### src/rtl/tdm_demux_1x2.sv
// tdm_demux_1x2: receive side of a 2:1 TDM link.
// Splits one multiplexed sample stream back into two held channels.
// Slot 0 goes to y0 and slot 1 goes to y1. Slot position is tracked by a
// sync-locked FSM. The block flags framing errors and counts complete frames.
module tdm_demux_1x2 #(
  parameter int unsigned WIDTH      = 8,
  // 1: frame_sync must accompany every slot-0 sample.
  // 0: frame_sync is only needed to acquire lock.
  parameter bit          SYNC_EVERY = 1'b1,
  parameter int unsigned CNT_W      = 16
) (
  input  logic             clk,
  input  logic             rst_n,
  input  logic [WIDTH-1:0] din,
  input  logic             din_valid,
  input  logic             frame_sync,
  output logic [WIDTH-1:0] y0,
  output logic [WIDTH-1:0] y1,
  output logic             y0_stb,
  output logic             y1_stb,
  output logic             frame_valid,
  output logic             locked,
  output logic             sync_err,
  output logic [CNT_W-1:0] frame_cnt
);

  // StS1 means a slot-0 sample is held and the next sample is slot 1.
  // StS0 means the block is locked and the next sample is slot 0.
  typedef enum logic [1:0] {
    StHunt = 2'b00,
    StS0   = 2'b01,
    StS1   = 2'b10
  } state_e;

  state_e state_q, state_d;

  logic [WIDTH-1:0] y0_q, y0_d;
  logic [WIDTH-1:0] y1_q, y1_d;
  logic             y0_stb_q, y0_stb_d;
  logic             y1_stb_q, y1_stb_d;
  logic             frame_valid_q, frame_valid_d;
  logic             locked_q, locked_d;
  logic             sync_err_q, sync_err_d;
  logic [CNT_W-1:0] frame_cnt_q, frame_cnt_d;

  // Next-state and output decode. Only cycles with a valid sample advance the FSM.
  // Pulses default low, so they never last longer than one cycle.
  always_comb begin
    state_d       = state_q;
    y0_d          = y0_q;
    y1_d          = y1_q;
    y0_stb_d      = 1'b0;
    y1_stb_d      = 1'b0;
    frame_valid_d = 1'b0;
    sync_err_d    = 1'b0;
    frame_cnt_d   = frame_cnt_q;

    if (din_valid) begin
      unique case (state_q)
        StHunt: begin
          // Samples without sync are dropped silently while hunting.
          if (frame_sync) begin
            y0_d     = din;
            y0_stb_d = 1'b1;
            state_d  = StS1;
          end
        end

        StS1: begin
          if (frame_sync) begin
            // Sync arrived early. Discard the open frame and restart it with this sample.
            sync_err_d = 1'b1;
            y0_d       = din;
            y0_stb_d   = 1'b1;
            state_d    = StS1;
          end else begin
            y1_d          = din;
            y1_stb_d      = 1'b1;
            frame_valid_d = 1'b1;
            frame_cnt_d   = frame_cnt_q + CNT_W'(1);
            state_d       = StS0;
          end
        end

        StS0: begin
          if (frame_sync || !SYNC_EVERY) begin
            y0_d     = din;
            y0_stb_d = 1'b1;
            state_d  = StS1;
          end else begin
            // Sync is missing where it is required. Drop the sample and reacquire lock.
            sync_err_d = 1'b1;
            state_d    = StHunt;
          end
        end

        default: begin
          state_d = StHunt;
        end
      endcase
    end

    locked_d = (state_d != StHunt);
  end

  // State and output registers. The reset is asynchronous and clears every output.
  always_ff @(posedge clk or negedge rst_n) begin
    if (!rst_n) begin
      state_q       <= StHunt;
      y0_q          <= '0;
      y1_q          <= '0;
      y0_stb_q      <= 1'b0;
      y1_stb_q      <= 1'b0;
      frame_valid_q <= 1'b0;
      locked_q      <= 1'b0;
      sync_err_q    <= 1'b0;
      frame_cnt_q   <= '0;
    end else begin
      state_q       <= state_d;
      y0_q          <= y0_d;
      y1_q          <= y1_d;
      y0_stb_q      <= y0_stb_d;
      y1_stb_q      <= y1_stb_d;
      frame_valid_q <= frame_valid_d;
      locked_q      <= locked_d;
      sync_err_q    <= sync_err_d;
      frame_cnt_q   <= frame_cnt_d;
    end
  end

  assign y0          = y0_q;
  assign y1          = y1_q;
  assign y0_stb      = y0_stb_q;
  assign y1_stb      = y1_stb_q;
  assign frame_valid = frame_valid_q;
  assign locked      = locked_q;
  assign sync_err    = sync_err_q;
  assign frame_cnt   = frame_cnt_q;

  // A matched pair is always reported together with its slot-1 update.
  frame_valid_needs_y1: assert property (@(posedge clk) disable iff (!rst_n)
    frame_valid |-> y1_stb);

endmodule
### config.mk
export PLATFORM = sky130hd
export DESIGN_NAME = tdm_demux_1x2
export DESIGN_NICKNAME = d
export VERILOG_FILES = /design/src/rtl/tdm_demux_1x2.sv
export SDC_FILE = /design/constraint.sdc
export NUM_CORES = 1
export LEC_CHECK = 0
export CAP_MARGIN = 20
export CORE_UTILIZATION = 45
export DETAILED_ROUTE_END_ITERATION = 16
export GPL_ROUTABILITY_DRIVEN = 0
export GPL_TIMING_DRIVEN = 0
export HOLD_SLACK_MARGIN = 0.05
export PLACE_DENSITY = 0.8
export SLEW_MARGIN = 5
export SYNTH_ARGS = -nofsm -noshare
export SYNTH_HDL_FRONTEND = slang
export SYNTH_SLANG_ARGS = --single-unit
### constraint.sdc
create_clock -name clk -period 1.75 [get_ports clk]
set_input_delay 0.35 -clock clk [delete_from_list [all_inputs] [get_ports clk]]
set_output_delay 0.35 -clock clk [all_outputs]
set_load 0.005 [all_outputs]
* Word-level counts from Yosys, hierarchy flattened
Index checks and enable logic that the tools add are counted.
** Storage, ports and cells
- Flip-flop bits (word level) :: 38
- Bits in latches :: 0
- Bits in writable memories :: 0
- ROM bits :: 0
- Bits of input ports :: 12
- Output and inout bits :: 37
- Word-level logic and storage cells :: 30
- Memories :: 0
** Operators by class
- $add $sub $neg :: 1
- $mul :: 0
- Divide/modulo/power cells :: 0
- Magnitude comparators :: 0
- Equality and inequality tests :: 2
- Shifts and indexed selects :: 0
- Mux-type cells :: 13
- Bitwise gates (word level) :: 1
- Reduce and logical (&&, ||, !) cells :: 5
** Operator list (number)
- $add 16x1->16 const B :: 1
- $mux 2 :: 4
- $mux 1 :: 7
- $pmux 2 s3 :: 1
- $reduce_and 3->1 :: 2
- $reduce_or 3->1 :: 1
- $eq 2x1->1 const B :: 1
- $eq 2x2->1 const B :: 1
- $logic_not 2->1 :: 1
- $pmux 1 s2 :: 1
- $reduce_bool 2->1 :: 1
- $not 1->1 :: 1

* Logic depth before layout (Yosys ltp)
Gate-level depths: netlist (run 1).
- Depth in word-level cells :: 4
- Gate-level depth with buffers :: 5
- Mapped depth without buffers :: 5

* Worst setup path after synthesis (run 1)
No wires, ideal clock.
- Kind :: register -> register
- Start :: reg state_q[0]
- End :: reg y1_q[7] (netlist: y1[7])
- Library setup time :: 125 ps
- Data arrival time :: 1323 ps
- Required time :: 1625 ps
- Slack :: 303 ps
- Cell stages (with the launch flop) :: 5
- Buffers on the path :: 2
- Clock period less this slack :: 1447 ps
- Path through :: dfrtp_1 > and4bb_2 > buf_4 > buf_4 > mux2_2
** On the way
- Longest elaborated chain between the ends :: 2
** RTL lines
- start, declared :: line 35 : state_e state_q, state_d;
- start signal, assigned :: line 109 : state_q <= StHunt;
- start signal, assigned :: line 119 : state_q <= state_d;
- $eq 2x2->1 :: line 59 : unique case (state_q)
- $reduce_and 3->1 (no source line)
- end signal, assigned :: line 121 : y1_q <= y1_d;
- end, declared :: line 38 : logic [WIDTH-1:0] y1_q, y1_d;
No other way between the ends.
A chain may end at the register's enable or synchronous reset.

* Final worst setup path (run 1)
- Start :: in din_valid
- End :: reg frame_cnt_q[1] (netlist: frame_cnt[1])
** On the way
- Longest elaborated chain between the ends :: 1
** RTL lines
- start, declared :: line 15 : input logic din_valid,
- $reduce_and 3->1 (no source line)
- end signal, assigned :: line 127 : frame_cnt_q <= frame_cnt_d;
- end, declared :: line 44 : logic [CNT_W-1:0] frame_cnt_q, frame_cnt_d;
No other way between the ends.

==> reports/metrics.cfg, run 1 <==
[run_status]
status=completed

[worst_setup_path]
startpoint_type=primary input
critical_path_class=in -> reg
worst_setup_path_end_kind=flop
required_ns=1.97
path_max_fanout=10
cp.arrival_ns=1.90

[floorplan]
dieArea_um2=3710
start_util_pct=46.8
ioPinCount=49
coreArea_um2=3340
die-height_um=60.9
die_w_um=60.9
std_cell_rows=21

[cells_and_area]
layout.cells.non_filler=218
antenna_cells=0
drive_above_1_share_pct=19.2
fill_cells=278
area_delta_synth_final_pct=38.1
final_core_util_pct=64.6
fin_area_um2=2150
multi_input_area_um2=568
regArea_um2=952
mostFrequentLayoutCells=clkdlybuf4s50_1, dfrtp_1, mux2_2
layout.cells.most_common=clkdlybuf4s50_1
finalNetCount=184

[routing]
drt_first_pass_iters=4
dr.first_iter.drc_count=14
antenna_left=0
dr_total_vias=1090
avgRoutedWirePerCell_um=13.6
drc=0
viasPerCell=5.00
routed_wl_um=2970

[clocking]
cts.sinks=38
tritoncts=built
cts_buffer_depth=2
clock_latency_ns=0.33
h-tree-depth=2
clk_pin_slew_ns=0.11
root_buffer=clkbuf_4
cts_buffers=5

[timing]
timing.final.crit_period_ns=1.68
maxSlewHeadroom_pct=46.9
report.final.slew_viol_count=0
whs_ns=0.0877
final-hold-violation-count=0
rsz0062_at_grt=no
finalSetupViolations=0
post-route-period-util_pct=96.3
fmax_mhz=594
worst_pin_slew_ns=0.797
fin_worst_skew_ns=0.00920

[pwr]
p_sw_mw=0.543
powerDensity_nw_per_um2=985
max-vdd-ir-drop_mv=0.670
combPwrFrac_pct=25.0
seqPwrFrac_pct=53.2
leakagePower_nw=0.957
swShare_pct=25.6
total_power_mw=2.12
pwr-share-clk_pct=21.9
p_int_mw=1.58

[place]
placed_area_um2=2090
numPortBuffers=48
place_inst=210
dpl.hpwl_um=2200

[global_route]
antenna_found_initial=0
grt_pass1_wl_um=4870
grtUsageTotal_pct=18.5
grt_pass1_vias=1097
grt_max_degree=39
grt_overflow_total=0

[min_path]
hold_class=in -> async

[yosys]
yosysSeqAreaShare_pct=60.9
ys_warn_count=0
postSynthAreaPerCell_um2=13.5
synth_top_area_share_pct=60.9
synth_cell_types=24
ys_ff_latch=38
synthCells=116
synth_area_leaders=dfrtp_1, mux2_2, xor2_1
syn_nets=129
syn_area_um2=1560
yosysTopAreaCell=dfrtp_1

[run]
drv_cap=0

final timing paths:
check / slack, ns / start / to / cells past startpoint
worst max-delay path: 0.07 / din_valid / frame_cnt[1] / 5
worst min-delay path: 0.09 / rst_n / frame_cnt[12] / 1
worst max register to register: 0.13 / state_q[0] / frame_cnt[1] / 4
worst min register to register: 0.47 / frame_cnt[15] / frame_cnt[15] / 1
max in group asynchronous: 1.12 / rst_n / frame_cnt[5] / 1
min in group clk: 0.47 / frame_cnt[15] / frame_cnt[15] / 1
what timing repair did:
| action | CTS | global route |
|---|---|---|
| endpoints found under the setup margin | 0 | 1 |
| resized for setup | 0 | 1 |
| hold buffers | 0 | 0 |
| buffers inserted | 0 | 0 |
per-stage QoR:
step	setup WS (ns)	TNS, ns
after floorplan	0.303	0
after CTS	0.0321	0
after detailed placement	-0.288	-4.79
final	0.0651	0
after global placement	-0.471	-20.84
after global routing	0.00261	0
metal layers:
metal | track usage, % | part of all wire, % | vias up
li1 | - | - | 505
met1 | 21.6 | 43 | 556
met2 | 31.7 | 52 | 24
met3 | 4.90 | 3.8 | 5
met4 | 8.77 | 1.3 | 0
met5 | 0 | 0 | -
cells in the mapped netlist:
| cell type | count |
|---|---|
| dfrtp_1 | 38 |
| mux2_2 | 17 |
| xor2_1 | 8 |
| nand3_1 | 7 |
| xnor2_1 | 7 |
| nand2_1 | 6 |
| inv_1 | 5 |
| nor2_1 | 4 |
| and3_1 | 3 |
| buf_4 | 3 |
| nand2b_1 | 2 |
| nand3b_1 | 2 |
| nand4_1 | 2 |
| nor3_1 | 2 |
| a21boi_0 | 1 |
| and2_1 | 1 |
| and4_1 | 1 |
| and4bb_2 | 1 |
| ha_1 | 1 |
| nand4_4 | 1 |
| nor3_2 | 1 |
| nor4_2 | 1 |
| o211ai_1 | 1 |
| o21ai_0 | 1 |
critical path, stage by stage:
cell             delay (ns)
clkdlybuf4s50_1        0.56
and4bb_2               0.25
buf_4                  0.20
buf_4                  0.20
mux2_2                 0.34
area by class of cell:
cell class | count | share of cell area [%]
Sequential cell | 38 | 44.2
Multi-Input combinational cell | 70 | 26.4
Timing Repair Buffer | 48 | 22.1
Tap cell | 46 | 2.67
Clock buffer | 7 | 2.56
Buffer | 3 | 1.05
Inverter | 5 | 0.871
Clock inverter | 1 | 0.232
power by group through the flow:
| stage | logic (mW) | registers [mW] | clock network (mW) |
|---|---|---|---|
| floorplan | 0.171 | 1.14 | 0 |
| global placement | 0.525 | 1.13 | 0 |
| detailed placement | 0.539 | 1.14 | 0 |
| CTS | 0.542 | 1.13 | 0.478 |
| global route | 0.582 | 1.15 | 0.512 |
| finish | 0.530 | 1.13 | 0.465 |
logic make-up after synthesis:
logic type,after synthesis,share of synthesized area [%]
AND/OR/NAND/NOR,34,13.6
multiplexers,17,12.3
flip-flops,38,60.9
buffers and inverters,8,2.65
XOR/XNOR,15,8.42
AO/OA/AOI/OAI,3,1.28
adder cells (fa/ha/maj),1,0.802
registers in the layout (all words and copies together) (netlist names):
signal and count:
sync_err 1, state_q 2, frame_valid 1, locked 1, y0_stb 1, y0 8, frame_cnt 16, y1 8
(Power assumes the default switching activity.)
==> run 2, diff against run 1 <==
Clock period 1.75 ns to 1.9 ns, I/O delays scaled along.
==> run 2 against run 1 <==
Setup slack better by 0.11 ns. Power down 7.9%. Final area hardly changed. Worst hold slack better by 0.031 ns. First-iteration DRC count stayed put. Largest power group unchanged. Routed wire length decreased by 0.13%. Final cell count stayed put. Via count grew 0.28%.
==> reports/metrics.cfg, run 2 (synthesized netlist as in run 1, its figures left out) <==
[cells_and_area]
drive_above_1_share_pct=18.6  ; was 19.2%
area_delta_synth_final_pct=38.0  ; was 38.1%
mostFrequentLayoutCells=clkdlybuf4s50_1, dfrtp_1, mux2_2  ; unchanged
fill_cells=277  ; was 278
layout.cells.most_common=clkdlybuf4s50_1  ; unchanged
final_core_util_pct=64.5  ; was 64.6%
largest_register_ffs=16  ; unchanged
finalNetCount=184  ; unchanged
antenna_cells=0  ; unchanged

[worst_setup_path]
r2r_start=state_q[0]  ; unchanged
path_max_fanout=5  ; was 10
path_buf_inv=1  ; was 3
r2r_setup_slack_ns=0.28  ; was 0.13 ns
crit_chain=clkdlybuf4s50_1  ; was clkdlybuf4s50_1, and4bb_2, buf_4, buf_4, mux2_2
cp.arrival_ns=1.35  ; was 1.90 ns
cpMaxStageDelayCell=clkdlybuf4s50_1  ; unchanged
critical_path_class=reg -> out  ; was in -> reg
critPathMaxStageDelay_ns=0.55  ; was 0.56 ns
required_ns=1.52  ; was 1.97 ns
crit_start=frame_cnt[5]  ; was din_valid
worst_setup_path_end_kind=output pin  ; was flop
critPathTopFamily=buffers and inverters  ; unchanged
startpoint_type=flop  ; was primary input

[place]
numPortBuffers=48  ; unchanged
dpl.hpwl_um=2200  ; unchanged
post-place-ws_ns=-0.168  ; was -0.288 ns

[clocking]
cts_resized=0  ; unchanged
cts_buffer_depth=2  ; unchanged
root_buffer=clkbuf_4  ; unchanged
postCtsSetupBuffers=0  ; unchanged
h-tree-depth=2  ; unchanged
cts.sinks=38  ; unchanged
tritoncts=built  ; unchanged
cts_buffers=5  ; unchanged
ctsHoldBuffers=0  ; unchanged
clock_latency_ns=0.33  ; about the same
clk_pin_slew_ns=0.11  ; about the same

[global_route]
grt_pass1_wl_um=4870  ; unchanged
grt_max_degree=39  ; unchanged
grt_overflow_total=0  ; unchanged
grt_pass1_vias=1097  ; unchanged
grtUsageTotal_pct=18.5  ; unchanged
antenna_found_initial=0  ; unchanged

[floorplan]
start_util_pct=46.8  ; unchanged
ioPinCount=49  ; unchanged
die-height_um=60.9  ; unchanged
std_cell_rows=21  ; unchanged
dieArea_um2=3710  ; unchanged
coreArea_um2=3340  ; unchanged
die_w_um=60.9  ; unchanged

[timing]
report.final.slew_viol_count=0  ; unchanged
maxSlewHeadroom_pct=46.8  ; was 46.9%
fin_worst_skew_ns=0.00887  ; was 0.00920 ns
post-route-period-util_pct=90.9
worst_pin_slew_ns=0.797  ; about the same
timing.final.crit_period_ns=1.73
fin_ws_ns=0.172  ; was 0.0651 ns
finalSetupViolations=0  ; unchanged
rsz0062_at_grt=no  ; unchanged
fmax_mhz=579
final-hold-violation-count=0  ; unchanged

[pwr]
swShare_pct=25.6  ; about the same
seqPwrFrac_pct=53.2  ; about the same
max-vdd-ir-drop_mv=0.617  ; was 0.670 mV
p_int_mw=1.46  ; was 1.58 mW
leakagePower_nw=0.959  ; was 0.957 nW
p_sw_mw=0.500  ; was 0.543 mW
pwr-share-clk_pct=21.9  ; about the same
powerDensity_nw_per_um2=908  ; was 985 nW/um2
combPwrFrac_pct=25.0  ; about the same

[routing]
dr_total_vias=1093  ; was 1090
drt_first_pass_iters=4  ; unchanged
routed_wl_um=2970  ; about the same
drc=0  ; unchanged
dr.first_iter.drc_count=14  ; unchanged
antenna_left=0  ; unchanged
avgRoutedWirePerCell_um=13.6  ; about the same
viasPerCell=5.01  ; was 5.00

[min_path]
hold_class=in -> async  ; unchanged

[run]
drv_cap=0  ; unchanged

[run_status]
status=completed  ; unchanged

-- run 2: cell types whose count changed in the layout (fill, tap and decap cells not counted) --
cell | before | now
dfrtp_2 | 1 | 0
dfrtp_1 | 37 | 38
-- run 2: final timing paths --
kind | cells after the start | to
hold reg to reg | 1 | frame_cnt[15]
min in group clk | 1 | frame_cnt[15]
max in group asynchronous | 1 | frame_cnt[0]
setup reg to reg | 4 | frame_cnt[1]
setup / recovery | 1 | frame_cnt[5]
hold / removal | 1 | frame_cnt[12]
-- run 2: per-stage QoR --
step / hold WS, ns / setup TNS [ns] / power, mW / instance area, um2 / cells
6_report: 0.118 / 0 / 1.96 / 2150 / 218
3_3_place_gp: 0.454 / -13.80 / 1.53 / 2100 / 210
3_5_place_dp: 0.455 / -1.30 / 1.55 / 2090 / 210
2_1_floorplan: 0.0844 / 0 / 1.21 / 1560 / 116
5_1_grt: 0.181 / 0 / 2.07 / 2150 / 218
4_1_cts: 0.153 / 0 / 1.98 / 2150 / 218
-- run 2: layout make-up --
type	instances	area [um2]	area share, %
well taps	46	57.6	2.67
plain buffers	3	22.5	1.05
clock inverters	1	5.00	0.232
repair buffers	48	475	22.1
inverters	5	18.8	0.872
flip-flops and latches	38	951	44.2
multi-input cells	70	568	26.4
clock buffers	7	55.1	2.56
-- run 2: power by group through the flow --
stage	logic, mW	clock network [mW]	registers, mW
final	0.488	0.428	1.04
after global routing	0.536	0.471	1.06
after CTS	0.499	0.440	1.04
after detailed placement	0.496	0	1.05
after global placement	0.484	0	1.04
after floorplan	0.157	0	1.05
-- run 2: per-layer routing --
metal / track usage (%) / vias to the layer above / wire (um)
li1: - / 505 / -
met1: 21.6 / 559 / 1260
met2: 31.7 / 24 / 1550
met3: 4.90 / 5 / 114
met4: 8.77 / 0 / 39
met5: 0 / - / 0
==> run 3, diff against run 2 <==
Settings changed: ABC_CLOCK_PERIOD_IN_PS from default to 1900.
==> results of run 3 <==
The final DEF is identical to that of run 2; final timing and power are the same.
